### config.mk
export PLATFORM = sky130hd
export DESIGN_NAME = alu_cmd_decoder
export DESIGN_NICKNAME = d
export VERILOG_FILES = /design/src/rtl/alu_uart_pkg.sv /design/src/rtl/rx_gap_timer.sv /design/src/rtl/alu_cmd_decoder.sv
export SDC_FILE = /design/constraint.sdc
export NUM_CORES = 1
export LEC_CHECK = 0
export CORE_UTILIZATION = 25
export DETAILED_ROUTE_END_ITERATION = 12
export PLACE_DENSITY = 0.5
export REMOVE_ABC_BUFFERS = 1
export SKIP_LAST_GASP = 1
export SLEW_MARGIN = 20
export SYNTH_ARGS = -nofsm -noshare
export SYNTH_HDL_FRONTEND = slang
export SYNTH_SLANG_ARGS = --single-unit
export TNS_END_PERCENT = 20
### constraint.sdc
create_clock -name clk -period 2.7 [get_ports clk]
set_input_delay 0.54 -clock clk [delete_from_list [all_inputs] [get_ports clk]]
set_output_delay 0.54 -clock clk [all_outputs]
set_load 0.03 [all_outputs]
### src/rtl/alu_uart_pkg.sv
// Shared types and defaults for the UART-to-ALU command path.
package alu_uart_pkg;

   // Frame reception states.
   typedef enum logic [2:0] {
      HUNT,
      OPCODE,
      OPA,
      OPB,
      CHECK
   } state_e;

   // Error codes reported on err_code alongside the err strobe.
   typedef enum logic [1:0] {
      ERR_OPCODE  = 2'd0,
      ERR_CSUM    = 2'd1,
      ERR_TIMEOUT = 2'd2,
      ERR_OVF     = 2'd3
   } err_code_e;

   localparam logic [7:0] DEFAULT_SYNC_BYTE = 8'hA5;

endpackage

### src/rtl/rx_gap_timer.sv
// Inter-byte gap timer: counts idle cycles while enabled, pulses expired for one cycle.
module rx_gap_timer #(
   parameter int unsigned TIMEOUT_CLKS = 50000
) (
   input  logic clk,
   input  logic rst,
   input  logic clear,
   input  logic enable,
   output logic expired
);

   localparam int unsigned CNT_W = $clog2(TIMEOUT_CLKS + 1);
   // Count value during the final idle cycle before the gap limit is hit.
   localparam logic [CNT_W-1:0] LAST_CNT = CNT_W'(TIMEOUT_CLKS - 1);

   logic [CNT_W-1:0] cnt;

   // A byte in the expiry cycle (clear) suppresses the expiry.
   always_comb begin
      expired = enable && !clear && (cnt == LAST_CNT);
   end

   // Gap counter: held at zero when disabled, cleared on every byte and on expiry.
   always_ff @(posedge clk or posedge rst) begin
      if (rst) begin
         cnt <= '0;
      end else if (clear || !enable || expired) begin
         cnt <= '0;
      end else begin
         cnt <= cnt + CNT_W'(1);
      end
   end

endmodule

### src/rtl/alu_cmd_decoder.sv
// Byte-stream frame decoder: sync, opcode, A, B, checksum -> validated ALU command.
module alu_cmd_decoder
   import alu_uart_pkg::*;
#(
   parameter int unsigned DATA_W       = 8,
   parameter logic [7:0]  SYNC_BYTE    = DEFAULT_SYNC_BYTE,
   parameter int unsigned TIMEOUT_CLKS = 50000
) (
   input  logic              clk,
   input  logic              rst,
   input  logic [7:0]        rx_data,
   input  logic              rx_valid,
   output logic [3:0]        cmd_op,
   output logic [DATA_W-1:0] cmd_a,
   output logic [DATA_W-1:0] cmd_b,
   output logic              cmd_valid,
   input  logic              cmd_ready,
   output logic              err,
   output logic [1:0]        err_code
);

   localparam int unsigned NB        = DATA_W / 8;
   localparam logic [1:0]  LAST_BYTE = 2'(NB - 1);

   state_e            state;
   logic [1:0]        byte_cnt;
   logic [3:0]        op_sh;
   logic [DATA_W-1:0] a_sh;
   logic [DATA_W-1:0] b_sh;
   logic [7:0]        csum;
   logic              op_bad;

   logic timer_en;
   logic expired;
   logic csum_ok;
   logic can_load;
   logic accept;

   // Frame-level decode terms shared by the state register below.
   always_comb begin
      timer_en = (state != HUNT);
      csum_ok  = (rx_data == csum);
      accept   = cmd_valid && cmd_ready;
      // A new command may replace the pending one only if that one is being taken now.
      can_load = !cmd_valid || cmd_ready;
   end

   rx_gap_timer #(
      .TIMEOUT_CLKS (TIMEOUT_CLKS)
   ) u_gap_timer (
      .clk     (clk),
      .rst     (rst),
      .clear   (rx_valid),
      .enable  (timer_en),
      .expired (expired)
   );

   // Frame FSM, operand/checksum assembly, command output and registered error strobe.
   always_ff @(posedge clk or posedge rst) begin
      if (rst) begin
         state     <= HUNT;
         byte_cnt  <= '0;
         op_sh     <= '0;
         a_sh      <= '0;
         b_sh      <= '0;
         csum      <= '0;
         op_bad    <= 1'b0;
         cmd_op    <= '0;
         cmd_a     <= '0;
         cmd_b     <= '0;
         cmd_valid <= 1'b0;
         err       <= 1'b0;
         err_code  <= '0;
      end else begin
         err <= 1'b0;
         // A commit in the CHECK branch below overrides this drop.
         if (accept) begin
            cmd_valid <= 1'b0;
         end

         if (expired) begin
            state    <= HUNT;
            byte_cnt <= '0;
            err      <= 1'b1;
            err_code <= ERR_TIMEOUT;
         end else if (rx_valid) begin
            unique case (state)
               HUNT: begin
                  if (rx_data == SYNC_BYTE) begin
                     state <= OPCODE;
                  end
               end
               OPCODE: begin
                  op_sh    <= rx_data[3:0];
                  op_bad   <= (rx_data[7:4] != 4'd0);
                  csum     <= rx_data;
                  byte_cnt <= '0;
                  state    <= OPA;
               end
               OPA: begin
                  a_sh <= (a_sh << 8) | DATA_W'(rx_data);
                  csum <= csum ^ rx_data;
                  if (byte_cnt == LAST_BYTE) begin
                     byte_cnt <= '0;
                     state    <= OPB;
                  end else begin
                     byte_cnt <= byte_cnt + 2'd1;
                  end
               end
               OPB: begin
                  b_sh <= (b_sh << 8) | DATA_W'(rx_data);
                  csum <= csum ^ rx_data;
                  if (byte_cnt == LAST_BYTE) begin
                     byte_cnt <= '0;
                     state    <= CHECK;
                  end else begin
                     byte_cnt <= byte_cnt + 2'd1;
                  end
               end
               CHECK: begin
                  state <= HUNT;
                  if (op_bad) begin
                     err      <= 1'b1;
                     err_code <= ERR_OPCODE;
                  end else if (!csum_ok) begin
                     err      <= 1'b1;
                     err_code <= ERR_CSUM;
                  end else if (can_load) begin
                     cmd_op    <= op_sh;
                     cmd_a     <= a_sh;
                     cmd_b     <= b_sh;
                     cmd_valid <= 1'b1;
                  end else begin
                     err      <= 1'b1;
                     err_code <= ERR_OVF;
                  end
               end
               default: begin
                  state <= HUNT;
               end
            endcase
         end
      end
   end

endmodule

==> reports/qor.yml <==
cp_cell_sequence: "or4b_4, or4_4, or3_1, a32o_1"
cts_tree: "yes"
rsz0062_at_grt: "false"
num_antenna_cells: 0
nets: 356
gp_congestion: 0.736
finalNonFillerCells: 518
clockRootBuffer: "clkbuf_16"
p_per_area_nw_per_um2: 812
cp_slowest_cell: "or4b_4"
ys_ff_latch: 74
maxCapViolCount: 0
drt_wl_total_um: 7100
avgSynthCellArea_um2: 11.4
grt-ovfl-total: 0
async_reset_ff_share_pct: 100
worst_pin_slew_ps: 576
dp_slack_ps: 148
die_width_um: 117
p_clk_share_pct: 34.3
numClockSinks: 74
grt_max_degree: 40
hold_buffers: 0
viasPerCell: 4.53
dr.pass1.iters: 4
wire_per_inst_um: 13.7
track_usage_pct: 11.9
power.switching_mw: 1.02
fin_skew_ps: 8.81
cts_max_path_buffers: 2
start_util_pct: 26.0
min_path_type: "reg2reg"
fillCellCount: 1245
start_kind: "register"
seq_area_frac_synth_pct: 55.7
clkTransAtPathRegs_ps: 60
die_h_um: 117
max_stage_delay_ps: 550
critPathMaxFanout: 6
synth_top_area_share_pct: 55.7
htree_levels: 3
drt_iter0_drc: 148
reg2reg_from: "u_gap_timer.cnt[10]"
ys_types: 38
setup_violations: 0
final_hold_viol_count: 0
cp.arrival_ps: 2540
worstSetupPathType: "reg2reg"
syn_to_final_growth_pct: 28.4
numCtsBuffers: 9
clock_latency_ps: 340
row_count: 41
drive_gt1_share_pct: 22.5
critPathRequiredTime_ps: 2920
cp-startpoint: "u_gap_timer.cnt[10]"
num_vias: 2344
seq_power_share_pct: 44.6
io_pins: 36
grt_pass1_wl_um: 12100
yosys-top-cells-area: "dfrtp_1 (56%), mux2_2 (14%), xnor2_1 (5.3%), nor2_1 (4.2%), o21ai_0 (3.0%)"
coreArea_um2: 12800
comb_power_share_pct: 21.1
synthFlopType: "dfrtp_1"
critPathCaptureType: "register"
grt_pass1_vias: 2405
ant_nets: 0
p_sw_share_pct: 29.5
antenna_found_initial: 0
relSlewSlack_pct: 61.5
die_area_um2: 13800
min_from: "u_gap_timer.cnt[0]"
power_leakage_nw: 1.80
period_needed_ps: 2320
portBuffers: 35
synth_top_area_cell: "dfrtp_1"
clock.fmax_mhz: 432
post-route-period-util_pct: 85.8
syn_inst: 292
dp.cells: 502
cts_resized: 0
tns_ps: 0
status: "completed"
dp.final_hpwl_um: 4900
max-vdd-ir-drop_uv: 350
post-cts-setup-buffers: 0
maxSlewViolCount: 0
syn_area_um2: 3320
post-route-worst-setup-slack_ps: 383
intPower_mw: 2.44
yosys_warnings: 0
synth-edff-count: 0
drc_errors: 0
[placed cells by master (no fill, tap or decap), types with 3 or more instances in the layout]
| cell | n |
|---|---|
| a21oi_1 | 3 |
| buf_4 | 13 |
| clkbuf_16 | 9 |
| clkdlybuf4s50_1 | 35 |
| dfrtp_1 | 74 |
| ha_1 | 3 |
| inv_1 | 7 |
| mux2_2 | 40 |
| nand2_1 | 18 |
| nand2b_1 | 3 |
| nand3_1 | 8 |
| nand4_1 | 3 |
| nor2_1 | 37 |
| nor3_1 | 6 |
| nor4_1 | 6 |
| o21ai_0 | 20 |
| or3_1 | 3 |
| xnor2_1 | 20 |
[final cells by class]
class	instances	area (um^2)	share of cell area [%]
sequential	74	1850	43.4
multi-input combinational	199	1410	32.9
timing repair buffer	49	468	11.0
clock buffer	10	229	5.37
tap	172	215	5.05
clock inverter	6	66.3	1.55
inverter	8	30.0	0.704
[synthesized netlist by cell type, types with 2 or more instances]
master     n
nand4_1    3
nand2_1   18
or3_1      3
nand3b_1   2
o21ai_0   20
xnor2_1   20
o21a_1     2
a32o_1     2
inv_1      8
nand3_1    8
nor4_1     7
nor2_1    37
a31o_2     2
or4_1      2
clkbuf_1  10
nor2b_1    2
ha_1       3
nand2b_1   3
and3_1     2
mux2_2    40
nor3_1     6
dfrtp_1   74
a21oi_1    3
[kinds of logic after synthesis]
kind of cell	after synthesis	share of synthesized area, %
AND/OR/NAND/NOR	103	16.2
flip-flops	74	55.7
multiplexers	40	13.6
AO/OA/AOI/OAI	32	5.72
XOR/XNOR	21	5.53
buffers and inverters	19	2.18
adder cells (fa/ha/maj)	3	1.13
[power by group through the flow]
stage	sequential (mW)	clock (mW)	combinational, mW
after CTS	1.55	1.22	0.741
after detailed placement	1.56	0	0.738
after floorplan	1.53	0	0.525
after global placement	1.56	0	0.714
after global routing	1.59	1.26	0.817
final	1.54	1.19	0.729
[sequential cells by signal, indices dropped and copies added (netlist names)]
name and flops:
cmd_valid 1, state 3, err 1, a_sh 8, csum 8, byte_cnt 2, op_bad 1, cmd_a 8
err_code 2, cmd_op 4, cmd_b 8, b_sh 8, op_sh 4, u_gap_timer.cnt 16
[through the flow]
stage | power [mW] | cell area [um^2] | hold WS, ps | util (%)
3_3_place_gp | 2.27 | 3970 | 480 | 31.1
3_5_place_dp | 2.30 | 3970 | 481 | 31.1
5_1_grt | 3.67 | 4270 | 522 | 33.4
4_1_cts | 3.50 | 4270 | 488 | 33.4
6_report | 3.46 | 4270 | 489 | 33.4
2_1_floorplan | 2.05 | 3280 | 455 | -
[critical path, delay by kind of cell (launching register included)]
kind            cells  cell delay [ps]
simple gates        3             1490
flops               1              410
compound gates      1              310
[layer usage]
layer	routed length [um]	GRT usage, %
met2	3090	17.3
met1	3570	16.0
met3	254	3.04
met4	181	6.58
met5	0	0
[worst paths after layout]
path	depth (start not counted)	slack [ps]	endpoint
min	1	490	u_gap_timer.cnt[0]
min reg2reg	1	490	u_gap_timer.cnt[0]
max	4	380	byte_cnt[0]
min in group asynchronous	2	540	op_sh[0]
max reg2reg	4	380	byte_cnt[0]
max in group asynchronous	3	1560	cmd_a[4]
Power figures use the tool's default switching activity.
